`config.mk`:
```
export PLATFORM = sky130hd
export DESIGN_NAME = cdc_bus_filter_sync
export DESIGN_NICKNAME = d
export VERILOG_FILES = /design/src/rtl/cdc_bus_filter_sync.sv
export SDC_FILE = /design/constraint.sdc
export NUM_CORES = 1
export LEC_CHECK = 0
export BUFFER_PORTS_ARGS = -buffer_cell sky130_fd_sc_hd__buf_4
export CORE_ASPECT_RATIO = 0.7
export CORE_UTILIZATION = 40
export DETAILED_ROUTE_END_ITERATION = 6
export MAX_ROUTING_LAYER = met4
export SETUP_SLACK_MARGIN = 0.4
export SYNTH_ARGS = -nofsm -noshare
export SYNTH_HDL_FRONTEND = slang
export SYNTH_SLANG_ARGS = --single-unit
export TNS_END_PERCENT = 20
```
`constraint.sdc`:
```
create_clock -name clk -period 1.3 [get_ports clk]
set_input_delay 0.26 -clock clk [delete_from_list [all_inputs] [get_ports clk]]
set_output_delay 0.26 -clock clk [all_outputs]
set_load 0.05 [all_outputs]
```
`src/rtl/cdc_bus_filter_sync.sv`:
```
// cdc_bus_filter_sync: brings WIDTH independent asynchronous control bits
// into the clk domain through a flop chain. Each bit then passes a
// stability filter, and the block emits rise/fall pulses on accepted changes.
// Ports:
//   clk        destination clock, rising edge
//   rst        synchronous active-high reset
//   async_in   [WIDTH] asynchronous inputs
//   sync_out   [WIDTH] filtered synchronised levels
//   rise_pulse [WIDTH] one-cycle pulse on sync_out 0->1
//   fall_pulse [WIDTH] one-cycle pulse on sync_out 1->0
//   any_change OR of all rise/fall pulses, same cycle
module cdc_bus_filter_sync #(
  parameter int unsigned      WIDTH       = 8,
  parameter int unsigned      SYNC_STAGES = 2,
  parameter int unsigned      FILTER_LEN  = 4,
  parameter logic [WIDTH-1:0] INIT_VAL    = '0
) (
  input  logic             clk,
  input  logic             rst,
  input  logic [WIDTH-1:0] async_in,
  output logic [WIDTH-1:0] sync_out,
  output logic [WIDTH-1:0] rise_pulse,
  output logic [WIDTH-1:0] fall_pulse,
  output logic             any_change
);

  localparam int unsigned CW =
    (FILTER_LEN > 1) ? $clog2(FILTER_LEN) : 1;
  localparam logic [CW-1:0] CNT_MAX = CW'(FILTER_LEN - 1);
  localparam logic [CW-1:0] CNT_ONE = CW'(1);

  // Chain flops kept adjacent by placement; nothing sits between them.
  (* ASYNC_REG = "TRUE" *)
  logic [WIDTH-1:0] r_sync [SYNC_STAGES];

  logic [CW-1:0]    r_cnt [WIDTH];
  logic [WIDTH-1:0] r_out;
  logic [WIDTH-1:0] r_rise;
  logic [WIDTH-1:0] r_fall;
  logic             r_any;

  logic [WIDTH-1:0] w_sv;
  logic [WIDTH-1:0] w_diff;
  logic [WIDTH-1:0] w_fire;

  assign w_sv   = r_sync[SYNC_STAGES-1];
  assign w_diff = w_sv ^ r_out;

  // A channel fires once its new value has been seen FILTER_LEN times.
  always_comb begin
    w_fire = '0;
    for (int i = 0; i < int'(WIDTH); i++) begin
      w_fire[i] = w_diff[i] && (r_cnt[i] == CNT_MAX);
    end
  end

  always_ff @(posedge clk) begin
    if (rst) begin
      for (int k = 0; k < int'(SYNC_STAGES); k++) begin
        r_sync[k] <= INIT_VAL;
      end
    end else begin
      r_sync[0] <= async_in;
      for (int k = 1; k < int'(SYNC_STAGES); k++) begin
        r_sync[k] <= r_sync[k-1];
      end
    end
  end

  always_ff @(posedge clk) begin
    if (rst) begin
      for (int i = 0; i < int'(WIDTH); i++) begin
        r_cnt[i] <= '0;
      end
      r_out  <= INIT_VAL;
      r_rise <= '0;
      r_fall <= '0;
      r_any  <= 1'b0;
    end else begin
      // Counter restarts whenever the level matches or a change lands.
      for (int i = 0; i < int'(WIDTH); i++) begin
        if (!w_diff[i] || w_fire[i]) begin
          r_cnt[i] <= '0;
        end else begin
          r_cnt[i] <= r_cnt[i] + CNT_ONE;
        end
      end
      r_out  <= r_out ^ w_fire;
      r_rise <= w_fire & w_sv;
      r_fall <= w_fire & ~w_sv;
      r_any  <= |w_fire;
    end
  end

  assign sync_out   = r_out;
  assign rise_pulse = r_rise;
  assign fall_pulse = r_fall;
  assign any_change = r_any;

endmodule

```
==> impl_results.md <==
* Post-DP Area at around 2600 um2
* Max-Cap Viols at 0
* FFs w/ async S/R, synth at 0
* Fillcell total at roughly 350
* Initial core utilization at 0.422
* Max-slew headroom at 0.469
* Crit share post-route at 1.02
* Failing checks: setup timing
* Die area at 5390 um2
* Top cell type's share of synthesized area at 0.402
* Vias in the first global route at 1381
* Sequential share of power at 0.482
* Gate count after technology mapping at between 150 and 200
* CTS Buffer Depth at 2
* Startpoint types: flop
* Most frequent cells in the layout: 47 x buf_4, 29 x dfxtp_1, 16 x nor2b_1, 16 x edfxtp_1, 16 x conb_1
* Chip height at 61.7 um
* CP max stage delay at around 0.42 ns
* DP HPWL at 2370 um
* P&R area growth vs syn at 62.5%
* Crit. End Element: flop
* Top cells by area, synth: dfxtp_1 40%, edfxtp_1 24%, nor4b_1 10%, ha_1 4.9%, nor2b_1 4.9%
* Worst vdd ir at 0.718 mV
* Slowest CP cell: o41a_1
* Worst Hold Class: primary input to flop
* Pins Over Slew Limit at 0
* Pre-Repair DR Iteration Count at 4
* Standard-cell rows at 21
* Avg Synthesized Cell Area at between 10 and 15 um2
* FF+latch count, synth at between 50 and 60
* Post-route cell area at 3310 um2
* Clk_lat worst skew at roughly 0.33 ns
* Cell Area, Synth at roughly 2000 um2
* CP Cell Sequence: xnor2_2 -> o22ai_2 -> o41a_1
* Hold Buf Count CTS at 0
* Tmin final at about 1.3 ns
* EDFF count, synth at 16
* Int Power at just over 0.003 W
* GRT overflow at 0
* Final Worst Setup Slack at -0.0225 ns
* Commonest non-fill, non-tap cell in the layout: buf_4
* LEAKAGE at 1.25 nW
* Setup repair after global routing missed its margin: yes
* Status: finished with violations
* Critical path peak fanout at 5
* Root Driver: clkbuf_8
* Pwr Density at roughly 1200 nW/um2
* Gpl congestion at ~0.7
* WL final at about 4200 um
* Clock power share at 0.440
* P_sw at approximately 0.00084 W
* Endpoints failing hold at 0
* Finished Core Util at 0.686
* DRC at 0
* DIE WIDTH at 87.3 um
* Switching Share at 0.212
* Critical path required time at 1.51 ns
* WL/cell at approximately 13 um
* Max frequency at 756 MHz
* Initial DRC count at 45
* PortBufs at 34
* Kind of critical path: flop to flop
* CORE AREA at around 4800 um2
* Yosys cell types at 16
* Final setup vio count at 1
* Clk sinks at between 50 and 60
* Via/cell ratio at around 4.6
* Worst Path Arrival at between 1.5 and 2 ns
* Comb power frac at 0.078
* TritonCTS clock tree: built
* # IOs at 35
* Slew @ Worst Pin at around 0.80 ns
* Cts bufs inserted at 9
* Ys flop type: dfxtp_1
* Worst-path clk slew at around 0.06 ns
* YS warnings at 0
* H-tree levels at 3
* Post-DRT Antenna Nets at 0
* Area leader, netlist: dfxtp_1
* Vias at roughly 1500
* Number of diodes at 0
* Nets at between 200 and 300
* Register area share after synthesis at 0.638
* All-layer global routing usage at 0.163
* Layout cells sized above 1 at 0.538
* Initial antenna violation count at 0
* Setup Skew at slightly below 0.007 ns
* Largest net degree at the start of global routing at 58
* Global-route wire length before repair at about 6100 um
-- cell type report --
| cell class | count | area (um2) | share of cell area |
|---|---|---|---|
| multi-input combinational | 101 | 1050 | 0.316 |
| clock inverter | 2 | 33.8 | 0.0102 |
| clock buffer | 14 | 183 | 0.0551 |
| tap | 69 | 86.3 | 0.0260 |
| sequential | 57 | 1340 | 0.403 |
| timing repair buffer | 66 | 593 | 0.179 |
| inverter | 9 | 33.8 | 0.0102 |
-- per-layer routing --
metal	wire (um)	GRT usage	vias up	share of wire
li1	-	-	733	-
met1	1850	0.182	701	0.44
met2	2100	0.266	30	0.50
met3	195	0.0806	3	0.047
met4	23	0.0422	0	0.0055
met5	0	-	-	0
-- cells by family after synthesis --
family	Yosys count	share of synthesized area
and+or+nand+nor	56	0.191
muxes	8	0.0393
buffers and inverters	15	0.0282
AOI/OAI and AO/OA	5	0.0178
xor gates and xnor gates	8	0.0344
DFF	57	0.638
adders and majority gates	8	0.0491
other	1	0.00184
-- worst paths after layout --
check	from	end	slack, ns	cells after the start
max	flop	any_change$_SDFF_PP0_	-0.02	3
min	async_in[1]	r_sync[0][1]$_SDFF_PP0_	0.14	2
max reg2reg	flop	any_change$_SDFF_PP0_	-0.02	3
min reg2reg	r_sync[0][4]$_SDFF_PP0_	r_sync[0][12]$_SDFF_PP0_	0.43	1
-- critical path: cells and delay by family, from the launching register on --
family,cells,cell delay (ns)
AOI/OAI and AO/OA,2,0.56
DFF,1,0.37
xor gates and xnor gates,1,0.28
-- synthesized netlist by cell type (all sizes together) (4+ instances only) --
master,number
inv,9
nor2b,16
mux2i,8
dfxtp,41
edfxtp,16
o22ai,4
buf,4
xnor2,8
nor4,8
ha,8
nor2,8
nor4b,24
-- power by group through the flow --
stage	clock network (W)	registers, W	logic, W
CTS	0.00177	0.00190	0.000256
global route	0.00186	0.00191	0.000332
finish	0.00174	0.00190	0.000308
detailed placement	0	0.00193	0.000201
floorplan	0	0.00194	0.000117
global placement	0	0.00193	0.000193
-- stage by stage --
| stage | power [W] | cells | setup WS (ns) | hold WS, ns | TNS (ns) |
|---|---|---|---|---|---|
| floorplan | 0.00206 | 173 | 0.0675 | 0.388 | 0 |
| global placement | 0.00212 | 283 | 0.0500 | 0.419 | 0 |
| detailed placement | 0.00213 | 283 | 0.0196 | 0.423 | 0 |
| CTS | 0.00393 | 311 | 0.0402 | 0.125 | 0 |
| global route | 0.00410 | 318 | -0.0473 | 0.120 | -0.0667 |
| finish | 0.00395 | 318 | -0.0225 | 0.136 | -0.0225 |
-- what timing repair did --
item | in CTS | in global routing
pin swaps | 17 | 16
cloned | 0 | 0
buffers inserted | 12 | 7
gates resized for setup | 28 | 39
setup endpoints to repair | 65 | 66
No activity file was read; power rests on OpenSTA's default activity.
